===== src/rtl/mem_port_arbiter.sv =====
// mem_port_arbiter: shares one single-ported RAM between instruction fetch (IF) and load/store (D)
// Ports:
//   clk, reset                               rising-edge clock, asynchronous active-low reset
//   ifReq, ifAdr                             fetch request (held until ifRdy) and its address
//   ifRdy, ifValid, ifData                   fetch accepted, one-cycle data pulse, fetched word
//   dReq, dWe, dAdr, dWdata, dMode           load/store request (held until dRdy) and attributes
//   dRdy, dValid, dData                      accepted, one-cycle done pulse, loaded word (0 for stores)
//   memEn, memWe, memAdr, memWdata, memMode  RAM strobe and access attributes
//   memRdata                                 RAM read data, valid MEM_LAT cycles after memEn
module mem_port_arbiter #(
    parameter int MEM_LAT    = 1,
    parameter int STARVE_MAX = 4
) (
    input  logic        clk,
    input  logic        reset,
    input  logic        ifReq,
    input  logic [31:0] ifAdr,
    output logic        ifRdy,
    output logic        ifValid,
    output logic [31:0] ifData,
    input  logic        dReq,
    input  logic        dWe,
    input  logic [31:0] dAdr,
    input  logic [31:0] dWdata,
    input  logic [1:0]  dMode,
    output logic        dRdy,
    output logic        dValid,
    output logic [31:0] dData,
    output logic        memEn,
    output logic        memWe,
    output logic [31:0] memAdr,
    output logic [31:0] memWdata,
    output logic [1:0]  memMode,
    input  logic [31:0] memRdata
);
    localparam int CW = (MEM_LAT > 1) ? $clog2(MEM_LAT) : 1;
    localparam int SW = ($clog2(STARVE_MAX + 1) > 3) ? $clog2(STARVE_MAX + 1) : 3;
    localparam logic [CW-1:0] CNT_LOAD = CW'(MEM_LAT - 1);
    localparam logic [SW-1:0] STARVE_TOP = SW'(STARVE_MAX);

    typedef enum logic [1:0] {IDLE, ISSUE, WAIT} state_t;

    state_t        state, stateNext;
    logic          ownerD;
    logic          weReg;
    logic [CW-1:0] cnt;
    logic [SW-1:0] starve;
    logic [31:0]   ifHold, dHold;
    logic          dWin, ifWin, done;

    always_comb begin
        // IF is forced through once D has won STARVE_MAX times while IF was waiting
        dWin = dReq && !(ifReq && starve == STARVE_TOP);
        ifWin = ifReq && !dWin;
        dRdy = reset && state == IDLE && dWin;
        ifRdy = reset && state == IDLE && ifWin;
        done = state == WAIT && cnt == '0;
        memEn = state == ISSUE;
        memWe = memEn && weReg;
        ifValid = done && !ownerD;
        dValid = done && ownerD;
        ifData = ifValid ? memRdata : ifHold;
        dData = dValid ? (weReg ? '0 : memRdata) : dHold;
        stateNext = state;
        case (state)
            IDLE:    stateNext = (ifRdy || dRdy) ? ISSUE : IDLE;
            ISSUE:   stateNext = WAIT;
            WAIT:    stateNext = (cnt == '0) ? IDLE : WAIT;
            default: stateNext = IDLE;
        endcase
    end

    always_ff @(posedge clk or negedge reset) begin
        if (!reset) begin
            state    <= IDLE;
            ownerD   <= 1'b0;
            weReg    <= 1'b0;
            cnt      <= '0;
            starve   <= '0;
            memAdr   <= '0;
            memWdata <= '0;
            memMode  <= '0;
            ifHold   <= '0;
            dHold    <= '0;
        end else begin
            state <= stateNext;
            if (state == ISSUE)
                cnt <= CNT_LOAD;
            else if (state == WAIT && cnt != '0)
                cnt <= cnt - 1'b1;
            if (dRdy) begin
                ownerD   <= 1'b1;
                weReg    <= dWe;
                memAdr   <= dAdr;
                memWdata <= dWdata;
                memMode  <= dMode;
            end else if (ifRdy) begin
                // fetches are always full-word reads
                ownerD   <= 1'b0;
                weReg    <= 1'b0;
                memAdr   <= ifAdr;
                memWdata <= '0;
                memMode  <= 2'd2;
            end
            if (state == IDLE)
                starve <= (!ifReq || ifRdy) ? '0 :
                          (dRdy && starve != STARVE_TOP) ? starve + 1'b1 : starve;
            if (ifValid)
                ifHold <= memRdata;
            if (dValid)
                dHold <= dData;
        end
    end
endmodule


===== config.mk =====
export PLATFORM = sky130hd
export DESIGN_NAME = mem_port_arbiter
export DESIGN_NICKNAME = d
export VERILOG_FILES = /design/src/rtl/mem_port_arbiter.sv
export SDC_FILE = /design/constraint.sdc
export NUM_CORES = 1
export LEC_CHECK = 0
export ABC_AREA = 1
export CAP_MARGIN = 15
export CORE_ASPECT_RATIO = 0.5
export CORE_MARGIN = 2
export CORE_UTILIZATION = 39
export CTS_CLUSTER_SIZE = 28
export DETAILED_ROUTE_END_ITERATION = 16
export PLACE_DENSITY_LB_ADDON = 0.05
export SLEW_MARGIN = 20
export SYNTH_ARGS = -nofsm -noshare
export SYNTH_HDL_FRONTEND = slang
export SYNTH_SLANG_ARGS = --single-unit

===== constraint.sdc =====
create_clock -name clk -period 1.4 [get_ports clk]
set_input_delay 0.21 -clock clk [delete_from_list [all_inputs] [get_ports clk]]
set_output_delay 0.21 -clock clk [all_outputs]
set_load 0.1 [all_outputs]

==> impl_metrics.json <==
{
  "status": "complete, but fails checks",
  "failed_checks": "negative setup slack",
  "rsz0062_at_grt": "true",
  "drive_gt1_frac": 0.407,
  "synth_ff_type": "dfrtp_1",
  "syn_inst": 853,
  "place_congestion": 0.870,
  "synth_area_um2": 6460,
  "grt_pass1_vias": 6975,
  "p_seq_frac": 0.173,
  "ir_drop_mv": 1.73,
  "die_height_um": 95.0,
  "ant_nets": 0,
  "pwr-share-comb": 0.706,
  "maxSlewViolCount": 0,
  "wl_per_cell_um": 17.1,
  "cts_tree": "yes",
  "final_cells": 1441,
  "path_clk_slew_ps": 60,
  "avgViaCountPerCell": 4.90,
  "grt_util_all_layers": 0.259,
  "grt_max_degree": 60,
  "critical-path-slowest-cell": "dfrtp_1",
  "synth.avg_cell_area_um2": 7.57,
  "maxCapViolCount": 0,
  "drt-met1-wl_um": 9660,
  "swShare": 0.530,
  "row_count": 33,
  "hpwl_um": 15900,
  "crit_family": "simple AND/OR/NAND/NOR gates",
  "dp.cells": 1378,
  "nets": 1338,
  "fin_ws_ps": -686,
  "fin_setup_tns_ps": -75800,
  "power_frac_clock": 0.121,
  "top_layer": "met4",
  "die_area_um2": 17700,
  "regArea_um2": 3450,
  "yosysSeqAreaShare": 0.534,
  "wl_met2_um": 12800,
  "root_buffer": "clkbuf_16",
  "cts_buffers": 17,
  "setup_viol": 159,
  "cts_sinks": 138,
  "clock_latency_ps": 420,
  "clock_path_buffers": 2,
  "vias": 7055,
  "synthArstFlopShare": 1.00,
  "r2r_start": "state[1]",
  "power.leakage_nw": 6.76,
  "cp_data_arrival_time_ps": 1880,
  "switchingPower_mw": 20.2,
  "hold_violations": 0,
  "grt_pass1_wl_um": 35200,
  "antenna_found_initial": 0,
  "synth_warnings": 0,
  "rr_endpoint": "memAdr[23]",
  "multiInputGateArea_um2": 3640,
  "drc": 0,
  "critical_path.cell_chain": "inv_2 -> nor2_4 -> nand2_2 -> nor2_4 -> buf_12 -> clkbuf_16 -> nand3_2 -> nand2_4 -> buf_12",
  "finClkSkew_ps": 11.6,
  "crit_buf_inv": 4,
  "synth_edf_count": 0,
  "overflow": 0,
  "hold_class": "primary input to asynchronous set/reset pin",
  "nFillCells": 877,
  "post-route-min-period_ps": 2090,
  "synth_top_area_frac": 0.534,
  "area_growth_pct": 114,
  "power_density_nw_per_um2": 2750,
  "worstMarginPinSlew_ps": 557,
  "synth_area_leaders": "dfrtp_1 53%, nand2_1 23%, inv_1 6.1%",
  "clock.fmax_mhz": 479,
  "io_pins": 271,
  "end_kind": "output pin",
  "period_share": 1.49,
  "p_total_mw": 38.1,
  "slowest_delay_ps": 360,
  "synthTopCellsByCount": "402 x nand2_1, 138 x dfrtp_1, 105 x inv_1, 66 x nand3_1, 34 x nand4_1",
  "critical_path_class": "flop to output pin",
  "maxSlewHeadroom": 0.627,
  "reg2reg_slack_ps": -580,
  "p_int_mw": 17.9,
  "critPathLaunch": "state[1]",
  "ys_types": 21,
  "ys_ff_latch": 138,
  "startpoint_type": "flop",
  "dr_wl_met3_um": 1690,
  "die_x_um": 186,
  "pre_cts_ws_ps": -287,
  "synth_top_cell_by_area": "dfrtp_1",
  "port_buffers": 270,
  "cp.required_ps": 1190,
  "start_util": 0.396,
  "synth_most_common_cell": "nand2_1",
  "core_area_um2": 16300,
  "utilization": 0.847,
  "synth_fp_nets": 990,
  "worst_r2r_path_depth": 13,
  "cts.htree.levels": 4,
  "crit_path_max_fanout": 7,
  "drt-pass1-iter-count": 5,
  "drt_iter0_drc": 423,
  "diodes": 0,
  "finalWirelength_um": 24700
}
worst reg2reg max path, delay by kind of cell, from the launching register on:
family                 cells  cell delay (ps)
buffers and inverters      8             1020
AND/OR/NAND/NOR            5              470
flip-flops                 1              390
worst max-delay path by stage:
stage / endpoint / cells past startpoint
floorplan: memWe / 4
global route: dData[26] / 8
global placement: memAdr[14] / 10
detailed placement: memAdr[16] / 9
CTS: dData[23] / 7
finish: dData[26] / 9
power by group through the flow:
stage	sequential (mW)	combinational (mW)	clock (mW)
2_1_floorplan	10.6	12.0	0
3_3_place_gp	6.46	25.6	0
3_5_place_dp	6.54	25.9	0
4_1_cts	6.51	26.2	4.61
5_1_grt	6.72	27.8	4.84
6_report	6.59	26.9	4.60
layer usage:
layer	up-vias	track usage
met3	45	0.0600
met2	269	0.456
li1	3328	-
met4	0	0.0768
met1	3413	0.320
met5	-	0
per-stage QoR:
step / cell area (um^2) / hold WS, ps
floorplan: 7310 / -85.6
global placement: 12200 / 54.3
detailed placement: 12200 / 50.8
CTS: 13000 / 26.8
global route: 13800 / 46.2
finish: 13800 / 32.1
logic make-up (layout without fill, tap and decap cells):
| logic type | count (synthesis) | count (layout) | share of synthesized area |
|---|---|---|---|
| buffers and inverters | 158 | 519 | 0.100 |
| AO/OA/AOI/OAI | 38 | 38 | 0.0294 |
| adder cells (fa/ha/maj) | 2 | 2 | 0.00387 |
| AND/OR/NAND/NOR | 516 | 516 | 0.331 |
| flip-flops | 138 | 138 | 0.534 |
| XOR/XNOR | 1 | 1 | 0.00136 |
state kept, by name (all words and copies together) (netlist names):
signal    flops
cnt           1
memAdr       32
ifHold       32
memMode       2
ownerD        1
state         2
starve        3
memWdata     32
dHold        32
weReg         1
cells in the final DEF, fill, tap and decap left out, drive strengths merged:
cell / instances
inv: 110
clkinvlp: 7
buf: 231
nor2: 12
o21ai: 37
bufinv: 2
xor2: 1
ha: 2
nand3: 66
clkdlybuf4s50: 133
dlygate4sd3: 1
clkbuf: 33
a21oi: 1
dfrtp: 138
nand4: 34
nand2: 404
clkinv: 2
what timing repair did:
item,4_1_cts,5_1_grt
cloned,0,15
hold endpoints to repair,50,0
pin swaps,7,26
setup endpoints to repair,168,180
buffers inserted,9,11
hold buffers,1,0
resized for setup,64,116
final cells by class:
cell class                 count  share of cell area
timing repair buffer         378               0.393
inverter                     109              0.0302
clock buffer                  20              0.0330
clock inverter                12              0.0101
tap                          227              0.0205
sequential                   138               0.250
multi-input combinational    557               0.263
(Power assumes the default switching activity.)
